### config.mk
export PLATFORM = sky130hd
export DESIGN_NAME = fetch_unit
export DESIGN_NICKNAME = d
export VERILOG_FILES = /design/src/rtl/fetch_unit_pkg.sv /design/src/rtl/fetch_unit_pc_next_mux.sv /design/src/rtl/fetch_unit.sv
export SDC_FILE = /design/constraint.sdc
export NUM_CORES = 1
export LEC_CHECK = 0
export ABC_AREA = 1
export CORE_MARGIN = 4
export CORE_UTILIZATION = 31
export CTS_BUF_LIST = sky130_fd_sc_hd__clkbuf_4
export CTS_CLUSTER_DIAMETER = 150
export DETAILED_ROUTE_END_ITERATION = 10
export PLACE_DENSITY = 0.95
export SYNTH_ARGS = -nofsm -noshare
export SYNTH_HDL_FRONTEND = slang
export SYNTH_SLANG_ARGS = --single-unit
### constraint.sdc
create_clock -name clk -period 2.39 [get_ports clk]
set_input_delay 0.478 -clock clk [delete_from_list [all_inputs] [get_ports clk]]
set_output_delay 0.478 -clock clk [all_outputs]
set_load 0.03 [all_outputs]
### src/rtl/fetch_unit_pkg.sv
// Shared pipeline definitions for the fetch stage: widths, PC step,
// fetch FSM state encoding and the NOP word used by downstream flush logic.
package fetch_unit_pkg;

   localparam int PC_W    = 8;
   localparam int INSTR_W = 32;
   localparam int PC_STEP = 4;

   typedef logic [PC_W-1:0]    pc_t;
   typedef logic [INSTR_W-1:0] instr_t;

   localparam instr_t NOP = '0;

   typedef enum logic {
      RUN   = 1'b0,
      FLUSH = 1'b1
   } fetch_state_e;

   // Byte addresses are forced onto a word boundary before they reach the PC.
   function automatic pc_t align_pc(input pc_t addr);
      return {addr[PC_W-1:2], 2'b00};
   endfunction

endpackage

### src/rtl/fetch_unit_pc_next_mux.sv
// Combinational next-PC select: a taken branch beats stall, and stall beats
// the sequential +4 step (which wraps modulo 256).
module pc_next_mux
   import fetch_unit_pkg::*;
(
   input  logic [PC_W-1:0] pc_i,
   input  logic            stall_i,
   input  logic            branch_taken_i,
   input  logic [PC_W-1:0] branch_target_i,
   output logic [PC_W-1:0] pc_next_o
);

   always_comb begin
      // NOTE: the default assignment before any branch keeps always_comb free of inferred latches.
      pc_next_o = pc_i + PC_W'(PC_STEP);
      if (branch_taken_i) begin
         pc_next_o = align_pc(branch_target_i);
      end else if (stall_i) begin
         pc_next_o = pc_i;
      end
   end

endmodule

### src/rtl/fetch_unit.sv
// Instruction fetch stage: PC register, redirect/flush FSM with a small flush
// counter, and a sticky misaligned-redirect flag.
module fetch_unit
   import fetch_unit_pkg::*;
#(
   parameter int unsigned     EXTRA_FLUSH = 1,
   parameter logic [PC_W-1:0] RESET_PC    = 8'h00
) (
   input  logic               clk,
   input  logic               rst,
   input  logic               stall,
   input  logic               branch_taken,
   input  logic [PC_W-1:0]    branch_target,
   output logic [PC_W-1:0]    imem_addr,
   input  logic [INSTR_W-1:0] imem_data,
   output logic [PC_W-1:0]    PC,
   output logic [INSTR_W-1:0] instruction,
   output logic               unvalid_PC,
   output logic               misalign_err
);

   localparam logic [1:0] FLUSH_LOAD = 2'(EXTRA_FLUSH);
   localparam bit         HAS_FLUSH  = (EXTRA_FLUSH != 0);

   pc_t          pc_q;
   pc_t          pc_d;
   fetch_state_e state_q;
   logic [1:0]   fcnt_q;
   logic         misalign_q;

   pc_next_mux u_pc_next_mux (
      .pc_i            (pc_q),
      .stall_i         (stall),
      .branch_taken_i  (branch_taken),
      .branch_target_i (branch_target),
      .pc_next_o       (pc_d)
   );

   always_ff @(posedge clk) begin
      if (rst) begin
         pc_q       <= align_pc(RESET_PC);
         state_q    <= RUN;
         fcnt_q     <= 2'd0;
         misalign_q <= 1'b0;
      end else begin
         // NOTE: non-blocking assignments so every register updates from pre-edge values.
         pc_q <= pc_d;
         if (branch_taken && (branch_target[1:0] != 2'b00)) begin
            misalign_q <= 1'b1;
         end
         // Stall deliberately has no effect here: the flush window keeps counting.
         unique case (state_q)
            RUN: begin
               if (branch_taken && HAS_FLUSH) begin
                  state_q <= FLUSH;
                  fcnt_q  <= FLUSH_LOAD;
               end
            end
            FLUSH: begin
               if (branch_taken) begin
                  fcnt_q <= FLUSH_LOAD;
               end else if (fcnt_q == 2'd1) begin
                  state_q <= RUN;
                  fcnt_q  <= 2'd0;
               end else begin
                  fcnt_q <= fcnt_q - 2'd1;
               end
            end
            default: begin
               state_q <= RUN;
               fcnt_q  <= 2'd0;
            end
         endcase
      end
   end

   assign imem_addr    = pc_q;
   assign PC           = pc_q;
   assign instruction  = imem_data;
   assign unvalid_PC   = branch_taken | (state_q == FLUSH);
   assign misalign_err = misalign_q;

endmodule

==> impl_metrics.ini, run 1 <==
[timing]
period_share = 0.797
setup_viol = 0
final.setup.tns_ns = 0
skew_ns = 0.00106
hold_viol = 0
period_needed_ns = 1.90
rsz0062_at_grt = false
final-max-slew-violation-count = 0
timing.fmax_ghz = 0.525

[place]
dpl.hpwl_um = 1220
post-place-cells = 134
io_buffers = 25
place.gp.congestion = 0.741

[clock_tree]
cts_tree = built
clock_latency_ns = 0.27
cts_resized = 0
cts_buffers = 3
cts_sinks = 10
clkTransAtPathRegs_ns = 0.06
ctsLongestPathBuffers = 2
ctsHtreeMaxLevel = 1
cts-hold-fix-buffers = 0
cts_root_buffer = clkbuf_4
cts_setup_buffers = 0

[global_routing]
grt_util_met1 = 0.0936
met2_usage = 0.154
grt_max_degree = 9
gr-total-overflow = 0
grt_first_pass_wirelength_um = 2440
antenna_found_initial = 0
grt_use_total = 0.0905
grt_pass1_vias = 578
grtUsageMet3 = 0.0617
grt_busiest_layer = met2

[setup_path]
cp_slowest_cell = clkdlybuf4s50_1
worstSetupPathType = reg -> out
worstReg2RegStart = PC[3]
end_kind = output pin
critPathBufInv = 1
max_stage_delay_ns = 0.72
arrival_ns = 1.43
r2r_cells = 6
timing.rr.end = PC[6]
r2r_setup_slack_ns = 1.25
worst-path-max-fanout = 6
worstPathRequired_ns = 1.91
critPathTopFamily = buffers and inverters
path_cells = clkdlybuf4s50_1
startpoint_type = flop

[routing]
drt-total-wl_um = 1480
ant_nets = 0
firstDrtPassIters = 5
vias_per_cell = 4.27
drcViolationCount = 0
drtIter0Drc = 9
wire_per_inst_um = 10.8
vias = 585

[hold_path]
hp-start = misalign_err
min_to = misalign_err
hold_path_class = reg -> reg
hold_depth = 2

[synth]
yosysSeqAreaShare = 0.232
netlist.area_leader.share = 0.366
ys_types = 24
synth-seq-cells = 10
synthCells = 118
synth_area_leaders = buf_4 (37%), dfxtp_1 (23%), nand2_1 (7.0%)
yosysWarnings = 0
synth_top_cell_by_area = buf_4
syn-mean-instance-area_um2 = 7.31
mappedNetlistArea_um2 = 862

[die]
dieHeight_um = 60.7
die_width_um = 60.7
start_util = 0.336
ios = 94
die-area_um2 = 3690
coreArea_um2 = 2570
rows = 18

[final_layout]
diodes = 0
area_growth_pct = 0
drive_gt1_frac = 0.131
layout.cells.non_filler = 137
final_nets = 155

[pwr]
power_density_nw_per_um2 = 515
p_leak_uw = 0.000377
vdd.ir_drop.worst_mv = 0.252

[job]
cap_violations = 0

[outcome]
status = finished clean
[worst reg2reg max path: cells and delay by family, from the launching register on]
kind	cells	cell delay [ns]
DFF	1	0.42
and+or+nand+nor	2	0.14
AOI/OAI and AO/OA	2	0.23
adders and majority gates	1	0.20
buffers and inverters	1	0.05
[stage by stage]
stage | utilization | instance area, um^2 | total power, uW | worst slack, ns | hold WS, ns
floorplan | - | 873 | 387 | 1.11 | 0.433
CTS | 0.336 | 862 | 449 | 0.473 | 0.456
global placement | 0.327 | 840 | 329 | 0.623 | 0.440
detailed placement | 0.327 | 840 | 332 | 0.622 | 0.446
finish | 0.336 | 862 | 444 | 0.486 | 0.452
global route | 0.336 | 862 | 472 | 0.408 | 0.491
[synthesized netlist by cell type (all sizes together)]
cell,number
a21oi,5
conb,1
a22oi,1
o21ai,6
o211a,1
ha,2
nor3,1
o21bai,1
xor2,1
nand3,7
dfxtp,10
nor2,6
a211oi,1
inv,15
buf,43
nand2,17
[per-layer routing]
metal  wire length [um]  up-vias
li1                   -      301
met1                560      264
met2                747       20
met3                174        0
met4                  0        0
met5                  0        -
[area by class of cell]
cell class | instances | area [um^2]
fillers | 294 | 1710
multi-input cells | 53 | 290
repair buffers | 26 | 255
flip-flops and latches | 10 | 200
inverters | 15 | 56.3
well taps | 30 | 37.5
clock buffers | 3 | 22.5
[layout by cell type (no fill, tap or decap)]
master,n
a211oi_1,1
dfxtp_1,10
ha_1,2
a22oi_1,1
inv_2,3
nor3_1,1
o21bai_1,1
nand2_1,16
conb_1,4
a21oi_2,1
xor2_1,1
nand2_2,1
nor2_1,3
buf_4,2
o211a_1,1
clkbuf_4,3
inv_1,12
o21ai_1,3
a21oi_1,4
nor2_4,2
nand3_1,7
o21ai_2,1
o21ai_0,2
nor2_2,1
clkdlybuf4s50_1,24
[where the power goes]
| part | internal (uW) | switching, uW | total (uW) |
|---|---|---|---|
| clock network | 58.3 | 58.8 | 117 |
| registers | 178 | 13.5 | 192 |
| logic | 58.9 | 76.0 | 135 |
| total | 296 | 148 | 444 |
[logic make-up after synthesis]
family,Yosys count,share of synthesized area
AO/OA/AOI/OAI,15,0.110
XOR/XNOR,1,0.0102
adder cells (fa/ha/maj),2,0.0290
buffers and inverters,58,0.444
flip-flops,10,0.232
other,1,0.00435
AND/OR/NAND/NOR,31,0.170
[flip-flops by register name, summed over array words and instances (netlist names)]
signal,flops
fcnt_q,2
state_q,1
PC,6
misalign_err,1
[worst max-delay path by stage]
stage            startpoint            to  slack, ns  cells after the start
2_1_floorplan  branch_taken    unvalid_PC       1.11                      3
3_3_place_gp   branch_taken    unvalid_PC       0.62                      4
5_1_grt               PC[4]  imem_addr[4]       0.41                      1
3_5_place_dp   branch_taken    unvalid_PC       0.62                      4
4_1_cts               PC[4]  imem_addr[4]       0.47                      1
6_report              PC[4]  imem_addr[4]       0.49                      1
Power figures use the tool's default switching activity.
==> run 2: changes to the inputs <==
--- a/config.mk
+++ b/config.mk
@@ -7,11 +7,11 @@
 export LEC_CHECK = 0
 export ABC_AREA = 1
 export CORE_MARGIN = 4
-export CORE_UTILIZATION = 31
+export CORE_UTILIZATION = 29
 export CTS_BUF_LIST = sky130_fd_sc_hd__clkbuf_4
 export CTS_CLUSTER_DIAMETER = 150
 export DETAILED_ROUTE_END_ITERATION = 10
-export PLACE_DENSITY = 0.95
+export PLACE_DENSITY = 0.9
 export SYNTH_ARGS = -nofsm -noshare
 export SYNTH_HDL_FRONTEND = slang
 export SYNTH_SLANG_ARGS = --single-unit
==> constraint.sdc (replaced) <==
create_clock -name clk -period 1.8 [get_ports clk]
set_input_delay 0.36 -clock clk [delete_from_list [all_inputs] [get_ports clk]]
set_output_delay 0.36 -clock clk [all_outputs]
set_load 0.03 [all_outputs]
==> run 2 against run 1 <==
Compared with the run above: flip-flop and latch count unchanged; sequential share of layout area decreased by 0.53 points; first-iteration DRC count up 44%; clock skew grew 0.0098 ns; count of clock-buffer cells in the layout did not move; power increased by 35%; routed wire length up 5.2%; sequential power increased by 33%; largest cell class unchanged.
==> impl_metrics.ini, run 2 (synthesis gave the netlist of run 1 again) <==
[setup_path]
max_stage_delay_ns = 0.71
startpoint_type = flop
worstReg2RegStart = PC[3]
cp_slowest_cell = clkdlybuf4s50_1
arrival_ns = 1.38
end_kind = output pin
critPathTopFamily = buffers and inverters
worst-path-max-fanout = 6
startpoint = PC[3]
worstSetupPathType = reg -> out
critPathBufInv = 1
r2r_setup_slack_ns = 0.70
path_cells = clkdlybuf4s50_1
worstPathRequired_ns = 1.44

[timing]
timing.fmax_ghz = 0.575
setup_viol = 0
final-max-slew-violation-count = 0
final.setup.tns_ns = 0
rsz0062_at_grt = false
skew_ns = 0.0109
period_share = 0.966
hold_viol = 0
period_needed_ns = 1.74

[routing]
wire_per_inst_um = 11.2
firstDrtPassIters = 4
drt-total-wl_um = 1560
ant_nets = 0
vias = 600
vias_per_cell = 4.32
drcViolationCount = 0
drtIter0Drc = 13

[place]
post-place-cells = 135
place.gp.congestion = 0.781
io_buffers = 25
dpl.hpwl_um = 1270

[clock_tree]
cts_sinks = 10
ctsLongestPathBuffers = 2
clock_latency_ns = 0.27
clkTransAtPathRegs_ns = 0.07
cts_buffers = 3
cts-hold-fix-buffers = 0
cts_root_buffer = clkbuf_4
cts_tree = built
ctsHtreeMaxLevel = 1

[final_layout]
largest_register_ff_count = 6
final_common_cell = clkdlybuf4s50_1
area_growth_pct = 2.32
final_nets = 155
diodes = 0
layout.cells.non_filler = 139
drive_gt1_frac = 0.130
mostFrequentLayoutCells = clkdlybuf4s50_1 (20), nand2_1 (16), inv_1 (12)

[die]
die-area_um2 = 3910
start_util = 0.307
ios = 94
dieHeight_um = 62.5
die_width_um = 62.5
coreArea_um2 = 2810
rows = 19

[hold_path]
hp-start = misalign_err
hold_path_class = reg -> reg

[pwr]
power_density_nw_per_um2 = 679
power_uw = 599
p_leak_uw = 0.000421
vdd.ir_drop.worst_mv = 0.191

[global_routing]
grt_max_degree = 8
grt_use_total = 0.0798
antenna_found_initial = 0
grt_first_pass_wirelength_um = 2500
grt_pass1_vias = 591
gr-total-overflow = 0

[job]
cap_violations = 0

[outcome]
status = finished clean
-- run 2: cell types whose count changed in the layout (fill, tap and decap cells not counted) --
cell and delta:
dlymetal6s2s_1 +2, clkinv_1 +1, clkdlybuf4s50_1 -4, buf_4 -1, buf_12 +1, dlygate4sd2_1 +2
-- run 2: worst reg2reg max path, cell delays in order, from the launching register on --
cell and delay, ns:
dfxtp_1 0.41, ha_1 0.19, nand2_2 0.08, o21ai_1 0.12, nand2_1 0.06, o21ai_1 0.11, inv_1 0.05
-- run 2: final timing paths --
path	endpoint	cells past startpoint
setup / recovery	PC[3]	1
hold / removal	misalign_err	2
setup reg to reg	PC[6]	6
hold reg to reg	misalign_err	2
-- run 2: repair_timing --
action / 4_1_cts / 5_1_grt
setup buffers: 0 / 0
gates resized for setup: 2 / 2
endpoints found under the setup margin: 2 / 2
-- run 2: cell type report --
type,count,area (um^2)
clock buffer,3,22.5
tap,31,38.8
inverter,15,56.3
multi-input combinational,53,290
timing repair buffer,26,270
clock inverter,1,3.75
sequential,10,200
fill,313,1920
-- run 2: routing by layer --
layer,vias up,routed length (um),track usage,share of wire
met5,-,0,0,0
met1,267,567,0.0723,0.36
met2,25,797,0.141,0.51
met4,0,8,0.0303,0.0051
met3,3,184,0.0522,0.12
li1,305,-,-,-
-- run 2: power by group --
| group | leakage, uW | switching [uW] | internal (uW) |
|---|---|---|---|
| Clock | 0.0000154 | 81.0 | 80.1 |
| Combinational | 0.000323 | 103 | 79.8 |
| Sequential | 0.0000829 | 17.8 | 237 |
-- run 2: through the flow --
stage	setup WS [ns]	hold WS, ns	area (um^2)	util
6_report	0.0603	0.454	882	0.314
5_1_grt	0.00322	0.489	882	0.314
4_1_cts	0.0312	0.458	877	0.313
3_5_place_dp	0.214	0.447	853	0.304
3_3_place_gp	0.230	0.437	853	0.304
2_1_floorplan	0.541	0.422	873	-
==> run 3: changes to the inputs <==
--- a/config.mk
+++ b/config.mk
@@ -11,7 +11,8 @@
 export CTS_BUF_LIST = sky130_fd_sc_hd__clkbuf_4
 export CTS_CLUSTER_DIAMETER = 150
 export DETAILED_ROUTE_END_ITERATION = 10
-export PLACE_DENSITY = 0.9
+export PLACE_DENSITY = 0.93
+export SLEW_MARGIN = 40
 export SYNTH_ARGS = -nofsm -noshare
 export SYNTH_HDL_FRONTEND = slang
 export SYNTH_SLANG_ARGS = --single-unit
==> run 3 against run 2 <==
Compared with the run above: maximum frequency is 0.41% lower; count of clock-buffer cells in the layout stayed put; hold slack got worse by 0.0040 ns.
==> impl_metrics.ini, run 3 (synthesis gave the netlist of run 1 again) <==
[final_layout]
fin_area_um2 = 877
largest_register_ff_count = 6
drive_gt1_frac = 0.131
final_common_cell = clkdlybuf4s50_1
final_nets = 155
diodes = 0
mostFrequentLayoutCells = clkdlybuf4s50_1 (22), nand2_1 (16), inv_1 (12)
area_growth_pct = 1.74

[setup_path]
startpoint = PC[5]
critPathBufInv = 1
r2r_setup_slack_ns = 0.67
cp_slowest_cell = clkdlybuf4s50_1
timing.rr.end = PC[6]
worstPathRequired_ns = 1.44
startpoint_type = flop
r2r_cells = 6
worst-path-max-fanout = 6
path_cells = clkdlybuf4s50_1
arrival_ns = 1.39
max_stage_delay_ns = 0.71
worstReg2RegStart = PC[3]
worstSetupPathType = reg -> out
critPathTopFamily = buffers and inverters
end_kind = output pin

[timing]
skew_ns = 0.00445
hold_slack_ns = 0.450
final-max-slew-violation-count = 0
hold_viol = 0
period_share = 0.970
rsz0062_at_grt = false
final.setup.tns_ns = 0
timing.fmax_ghz = 0.572
period_needed_ns = 1.75
layout_setup_ws_ns = 0.0533
setup_viol = 0

[routing]
ant_nets = 0
drt-total-wl_um = 1490
vias_per_cell = 4.22
wire_per_inst_um = 10.8
firstDrtPassIters = 2
vias = 583
drcViolationCount = 0
drtIter0Drc = 16

[outcome]
status = finished clean

[die]
die_width_um = 62.5
coreArea_um2 = 2810
dieHeight_um = 62.5
ios = 94
rows = 19
start_util = 0.307
die-area_um2 = 3910

[place]
dp_slack_ns = 0.194
io_buffers = 25
place.gp.congestion = 0.736
placed_cell_area_um2 = 853
dpl.hpwl_um = 1230

[global_routing]
grt_use_total = 0.0735
grt_first_pass_wirelength_um = 2240
gr-total-overflow = 0
antenna_found_initial = 0
grt_max_degree = 8
grt_pass1_vias = 530

[clock_tree]
cts_buffers = 3
cts_tree = built
cts_setup_buffers = 0
cts_root_buffer = clkbuf_4
ctsHtreeMaxLevel = 1
cts_sinks = 10
ctsLongestPathBuffers = 2
clkTransAtPathRegs_ns = 0.06
clock_latency_ns = 0.26
cts-hold-fix-buffers = 0

[pwr]
vdd.ir_drop.worst_mv = 0.181
power_density_nw_per_um2 = 669
power_uw = 587
p_leak_uw = 0.000399

[hold_path]
hold_depth = 2
hold_path_class = reg -> reg
hp-start = misalign_err
min_to = misalign_err

[job]
cap_violations = 0
[run 3: cell count changes in the layout (fill, tap and decap cells not counted)]
cell / before / now
clkinv_1: 1 / 0
clkdlybuf4s50_1: 20 / 22
dlymetal6s2s_1: 2 / 1
dlygate4sd2_1: 2 / 1
[run 3: worst max path at each step]
stage	endpoint	slack, ns	cells after the start
after global routing	PC[3]	0.01	1
final	PC[5]	0.05	1
after CTS	PC[4]	0.01	1
after detailed placement	unvalid_PC	0.19	4
after global placement	unvalid_PC	0.20	4
after floorplan	PC[6]	0.54	6
[run 3: cell type report]
| type | count | area, um^2 |
|---|---|---|
| fillers | 303 | 1930 |
| multi-input cells | 53 | 290 |
| repair buffers | 26 | 269 |
| flip-flops and latches | 10 | 200 |
| inverters | 15 | 56.3 |
| well taps | 31 | 38.8 |
| clock buffers | 3 | 22.5 |
[run 3: power breakdown]
part           switching, uW  total [uW]  internal (uW)
Clock                   71.7         149           77.0
Sequential              18.0         255            237
Combinational            102         183           81.0
[run 3: per-layer routing]
layer | track usage | share of wire | vias up
li1 | - | - | 300
met1 | 0.0725 | 0.37 | 258
met2 | 0.117 | 0.52 | 23
met3 | 0.0432 | 0.10 | 2
met4 | 0.0468 | 0.0054 | 0
met5 | 0 | 0 | -
[run 3: through the flow]
stage | utilization | cells
2_1_floorplan | - | 121
3_3_place_gp | 0.304 | 135
3_5_place_dp | 0.304 | 135
4_1_cts | 0.312 | 138
5_1_grt | 0.313 | 138
6_report | 0.313 | 138
[run 3: worst register-to-register path, stage by stage, from the launching register on]
cell and delay, ns:
dfxtp_1 0.42, ha_1 0.20, nand2_2 0.08, o21ai_1 0.12
nand2_1 0.06, o21ai_1 0.11, inv_1 0.05
[run 3: repair_timing]
item,CTS,global route
resized for setup,1,1
endpoints found under the setup margin,1,1
pin swaps,0,0
